--- src/rtl/kahan_finish.sv ---
// kahan_finish: folds per-beat Kahan partial pairs into one compensated minifloat result
module kahan_step #(
  parameter int EXP_WIDTH_I = 5,
  parameter int MANT_WIDTH_I = 2,
  parameter int STEP_LAT = 2
) (
  input  logic                               clk_i,
  input  logic                               rst_ni,
  input  logic [EXP_WIDTH_I+MANT_WIDTH_I:0]  elem_i,
  input  logic [EXP_WIDTH_I+MANT_WIDTH_I:0]  sum_i,
  input  logic [EXP_WIDTH_I+MANT_WIDTH_I:0]  c_i,
  output logic [EXP_WIDTH_I+MANT_WIDTH_I:0]  sum_o,
  output logic [EXP_WIDTH_I+MANT_WIDTH_I:0]  c_o
);
  localparam int E = EXP_WIDTH_I;
  localparam int M = MANT_WIDTH_I;
  localparam int W = 1 + E + M;
  localparam int BIAS = (1 << (E - 1)) - 1;
  localparam int FW = 2 * BIAS + M;
  localparam logic [W-1:0] SIGN = {1'b1, {(W-1){1'b0}}};
  localparam logic [W-1:0] NAN = {1'b0, {(W-1){1'b1}}};
  localparam logic [E+M-1:0] INF = {{E{1'b1}}, {M{1'b0}}};
  // Every finite operand is an exact multiple of the smallest subnormal, so
  // adding in fixed point and rounding once gives a correctly rounded sum.
  function automatic logic signed [FW+1:0] to_fix(input logic [W-1:0] x);
    logic [FW+1:0] mag;
    mag = (x[W-2:M] == '0) ? {{(FW+2-M){1'b0}}, x[M-1:0]}
                           : {{(FW+1-M){1'b0}}, 1'b1, x[M-1:0]} << (x[W-2:M] - 1'b1);
    return x[W-1] ? -$signed(mag) : $signed(mag);
  endfunction
  function automatic logic [W-1:0] from_fix(input logic signed [FW+1:0] v);
    logic [FW:0] mag, sh;
    logic [E+M-1:0] em;
    int p;
    mag = (FW+1)'(v[FW+1] ? -v : v);
    p = 0;
    for (int i = 0; i <= FW; i++) if (mag[i]) p = i;
    sh = mag << (FW - p);
    em = {E'(p - M + 1), sh[FW-1 -: M]}
       + {{(E+M-1){1'b0}}, sh[FW-M-1] & (sh[FW-M] | (|sh[FW-M-2:0]))};
    if (mag < (FW+1)'(1 << M)) em = mag[E+M-1:0];
    else if (p - M + 1 >= (1 << E) - 1) em = INF;
    return (mag == '0) ? '0 : {v[FW+1], em};
  endfunction
  function automatic logic [W-1:0] fadd(input logic [W-1:0] a, input logic [W-1:0] b);
    return (&a[W-2:M] | &b[W-2:M]) ? NAN : from_fix(to_fix(a) + to_fix(b));
  endfunction
  logic [W-1:0] y, t, cn;
  assign y = fadd(elem_i, c_i ^ SIGN);
  assign t = fadd(sum_i, y);
  assign cn = fadd(fadd(t, sum_i ^ SIGN), y ^ SIGN);
  // The consumer registers the result on the STEP_LAT-th edge, so only STEP_LAT-1 stages live here.
  if (STEP_LAT == 1) begin : g_comb
    assign sum_o = t;
    assign c_o = cn;
  end else begin : g_pipe
    logic [STEP_LAT-2:0][2*W-1:0] pipe;
    always_ff @(posedge clk_i) begin
      if (!rst_ni) pipe <= '0;
      else begin
        pipe[0] <= {t, cn};
        for (int i = 1; i < STEP_LAT - 1; i++) pipe[i] <= pipe[i-1];
      end
    end
    assign {sum_o, c_o} = pipe[STEP_LAT-2];
  end
endmodule

module kahan_finish #(
  parameter int EXP_WIDTH_I = 5,
  parameter int MANT_WIDTH_I = 2,
  parameter int STEP_LAT = 2,
  parameter int NUM_BEATS = 1
) (
  input  logic                               clk_i,
  input  logic                               rst_i,
  input  logic                               in_valid_i,
  output logic                               in_ready_o,
  input  logic [EXP_WIDTH_I+MANT_WIDTH_I:0]  sum_a_i,
  input  logic [EXP_WIDTH_I+MANT_WIDTH_I:0]  c_a_i,
  input  logic [EXP_WIDTH_I+MANT_WIDTH_I:0]  sum_b_i,
  input  logic [EXP_WIDTH_I+MANT_WIDTH_I:0]  c_b_i,
  output logic                               out_valid_o,
  input  logic                               out_ready_i,
  output logic [EXP_WIDTH_I+MANT_WIDTH_I:0]  sum_o,
  output logic [EXP_WIDTH_I+MANT_WIDTH_I:0]  c_o
);
  localparam int W = 1 + EXP_WIDTH_I + MANT_WIDTH_I;
  localparam int CW = STEP_LAT > 1 ? $clog2(STEP_LAT) : 1;
  localparam int BW = NUM_BEATS > 1 ? $clog2(NUM_BEATS) : 1;
  localparam logic [CW-1:0] CNT_LAST = CW'(STEP_LAT > 1 ? STEP_LAT - 2 : 0);
  localparam logic [BW-1:0] BEAT_LAST = BW'(NUM_BEATS - 1);
  localparam logic [W-1:0] SIGN = {1'b1, {(W-1){1'b0}}};
  typedef enum logic [2:0] {IDLE, LOAD, ISSUE, WAIT, DONE} state_t;
  state_t state, n_state;
  logic [3:0][W-1:0] ops, n_ops;
  logic [1:0] op, n_op;
  logic [CW-1:0] cnt, n_cnt;
  logic [BW-1:0] beat, n_beat;
  logic [W-1:0] s, n_s, c, n_c, step_sum, step_c;
  logic cap;
  kahan_step #(.EXP_WIDTH_I(EXP_WIDTH_I), .MANT_WIDTH_I(MANT_WIDTH_I), .STEP_LAT(STEP_LAT)) u_step (
    .clk_i(clk_i), .rst_ni(~rst_i), .elem_i(ops[op]), .sum_i(s), .c_i(c),
    .sum_o(step_sum), .c_o(step_c)
  );
  assign cap = (state == ISSUE && STEP_LAT == 1) || (state == WAIT && cnt == CNT_LAST);
  always_comb begin
    n_state = state;
    n_ops = ops;
    n_op = op;
    n_cnt = cnt;
    n_beat = beat;
    n_s = s;
    n_c = c;
    case (state)
      IDLE: if (in_valid_i) begin
        n_ops = {c_b_i ^ SIGN, sum_b_i, c_a_i ^ SIGN, sum_a_i};
        n_op = 2'd0;
        n_state = (beat == '0) ? LOAD : ISSUE;
      end
      LOAD: begin
        n_s = ops[0];
        n_c = '0;
        n_op = 2'd1;
        n_state = ISSUE;
      end
      ISSUE, WAIT: if (cap) begin
        n_s = step_sum;
        n_c = step_c;
        n_op = op + 2'd1;
        n_cnt = '0;
        n_state = (op != 2'd3) ? ISSUE : (beat != BEAT_LAST) ? IDLE : DONE;
        n_beat = (op == 2'd3 && beat != BEAT_LAST) ? beat + 1'b1 : beat;
      end else begin
        n_state = WAIT;
        n_cnt = (state == ISSUE) ? '0 : cnt + 1'b1;
      end
      DONE: if (out_ready_i) begin
        n_state = IDLE;
        n_s = '0;
        n_c = '0;
        n_beat = '0;
      end
      default: n_state = IDLE;
    endcase
  end
  always_ff @(posedge clk_i) begin
    if (rst_i) begin
      state <= IDLE;
      ops <= '0;
      op <= '0;
      cnt <= '0;
      beat <= '0;
      s <= '0;
      c <= '0;
    end else begin
      state <= n_state;
      ops <= n_ops;
      op <= n_op;
      cnt <= n_cnt;
      beat <= n_beat;
      s <= n_s;
      c <= n_c;
    end
  end
  assign in_ready_o = state == IDLE;
  assign out_valid_o = state == DONE;
  assign sum_o = s;
  assign c_o = c;
endmodule
--- config.mk ---
export PLATFORM = sky130hd
export DESIGN_NAME = kahan_finish
export DESIGN_NICKNAME = d
export VERILOG_FILES = /design/src/rtl/kahan_finish.sv
export SDC_FILE = /design/constraint.sdc
export NUM_CORES = 2
export LEC_CHECK = 0
export CAP_MARGIN = 20
export CORE_MARGIN = 1
export CORE_UTILIZATION = 50
export DETAILED_ROUTE_END_ITERATION = 8
export GPL_ROUTABILITY_DRIVEN = 1
export HOLD_SLACK_MARGIN = 0.02
export PLACE_DENSITY = 0.77
export SYNTH_ARGS = -nofsm -noshare
export SYNTH_HDL_FRONTEND = slang
export SYNTH_SLANG_ARGS = --single-unit
--- constraint.sdc ---
create_clock -name clk_i -period 87.9 [get_ports clk_i]
set_clock_uncertainty 0.1 [all_clocks]
set_input_delay 26.37 -clock clk_i [delete_from_list [all_inputs] [get_ports clk_i]]
set_output_delay 26.37 -clock clk_i [all_outputs]
set_load 0.03 [all_outputs]
==> run metrics <==
status finished, violations left; failing checks DRC; antenna-violating nets left 0; H-tree depth 3; maxcap violations 0; Synth top area share 7.65%; Root Buffer clkbuf_16; vias in the first global route 46200; Tcrit/Tclk final 71.4%; hold buffers post-CTS 0; CTS clk-pin slew, worst paths 0.07 ns; fill count 8455; Sink Count 71; setup tns final 0 ns; DRT Pass-1 Iters 9; HP Class reg2reg; DRT Wirelength 166000 um; DIE AREA 84900 um2; register bit total from synthesis 71; yosys warns 0; post-cts resize count 0; cell mode on critical path a21oi_1; Multi-input gate area 37800 um2; slowest CP cell o2111ai_1; worst-margin pin slew 1.16 ns; sequential share of the synthesized area 3.39%; # IOs 54; via count 51300; drt initial violations 6848; die width 291 um; final hold violation count 0; EDFF count, synth 0; RSZ-0062 raised after global routing false; worst-case reg-to-reg path depth 240; largest net degree at the start of global routing 75; routed vias/inst 6.91; Overflow after GRT 0; ys async rst share 0%; slowest stage delay, CP 0.86 ns; Port Buffers 53; Cells after Synth 6556; routed len/inst 22.4 um; Synth Area per Inst 6.39 um2; Post-route DRC 1; Max Freq 15.9 MHz; WS Path Type reg2reg; synth-to-layout area growth 2.69%; critical path fanouts, max 58; most frequent cell after synthesis nor2_1; NumNets Final 6592; CP startpoint op[1]; syn nets 6806; Max Slew Vio Count 0; post-synth top area cell nor2_1; initial antenna violation count 7; Initial Utilization 50.7%; die span in y 291 um; GP Congestion 1.06; synth unique cells 162; Core ar. 82500 um2; top post-synthesis cells by count 853 x nor2_1, 765 x nand2_1, 542 x a21oi_1; Synth Cell Area 41900 um2; clk_lat worst skew 0.35 ns; hold_sp ops[25]; Final HPWL DP 132000 um; FF-to-FF Start op[1]; worst hold path depth 2; minimum clock period after layout 62.76 ns; slew margin rel. 20.5%; CP Launch Type flip-flop; GRT Overall Usage 37.0%; Synth area leaders nor2_1 7.6%, xnor2_1 7.2%, nand2_1 6.9%; Main synth FF type dfxtp_1; number of setup violations in the final report 0; setup bufs post-CTS 0; critical path data required time 87.98 ns; CTS tree done; Clock Path Buffers 2; first-pass GRT wire length 259000 um; share of cells above drive strength 1 5.92%; cts bufs inserted 9; Data arrival, critical path 62.84 ns; sequential cell area 1420 um2; # rows 105; CP Capture Type flip-flop
==> cell type report <==
type	count	share of cell area (%)
Inverter	223	1.96
Multi-Input combinational cell	5886	88.0
Sequential cell	71	3.31
Tap cell	1070	3.11
Timing Repair Buffer	151	2.93
Clock inverter	7	0.143
Clock buffer	9	0.524
Antenna cell	3	0.0175
==> kinds of logic after synthesis <==
logic type,Yosys count,synth area share [%]
muxes,157,4.15
and+or+nand+nor,2843,32.5
xor gates and xnor gates,507,11.0
buffers and inverters,599,6.54
adders and majority gates,215,6.49
DFF,71,3.39
AOI/OAI and AO/OA,2164,35.9
==> layout by cell type (no fill, tap or decap), types with 61 or more instances in the layout <==
master      n
o21ai_1    65
nor2_1    853
xnor2_1   343
nor3_1    246
a31oi_1   102
o21bai_1   80
o21ai_0   341
mux2i_1   109
and2_1     84
a21oi_1   540
a21o_1     74
dfxtp_1    70
a211oi_1   87
nand3_1   241
xor2_1    146
o22ai_1    72
or3_1      76
nand2b_1   85
nand2_1   765
o31ai_1    61
ha_1      208
o211ai_1   89
and3_1     66
nor4_1     66
buf_4      98
inv_1     215
nand4_1    74
==> critical path, delay by kind of cell, from the launching register on <==
kind	cells	cell delay, ns
adders and majority gates	17	6.25
buffers and inverters	20	5.43
xor gates and xnor gates	16	4.26
AOI/OAI and AO/OA	132	30.92
muxes	4	1.52
DFF	1	0.79
and+or+nand+nor	51	13.17
==> per-layer routing <==
layer / vias to the layer above / routed length (um) / track usage (%)
li1: 23900 / - / -
met3: 606 / 15600 / 4.34
met4: 8 / 10600 / 21.0
met1: 23700 / 65900 / 47.4
met2: 3047 / 74200 / 59.9
met5: - / 50 / 0
==> flip-flops by register name, indices dropped and copies added (netlist names) <==
name / count
sum_o: 8
op: 2
cnt: 1
ops: 32
state: 3
u_step.g_pipe.pipe: 16
c_o: 8
beat: 1
==> per-stage QoR <==
step	setup WS (ns)	hold slack [ns]	utilization, %	cells	cell area (um2)
2_1_floorplan	37.32	0.333	-	6556	41900
6_report	25.14	0.360	52.1	7420	43000
3_3_place_gp	28.47	0.342	51.7	7400	42700
5_1_grt	20.21	0.372	52.1	7417	43000
4_1_cts	26.47	0.358	52.1	7416	43000
3_5_place_dp	26.69	0.349	51.7	7400	42700
==> worst paths after layout <==
| check | end | slack (ns) |
|---|---|---|
| setup / recovery | u_step.g_pipe.pipe[0] | 25.14 |
| hold / removal | ops[25] | 0.36 |
| setup reg to reg | u_step.g_pipe.pipe[0] | 25.14 |
| hold reg to reg | ops[25] | 0.36 |
Power is not shown: default switching activity piles up to over one toggle a cycle in this logic, so the estimate is an artifact.
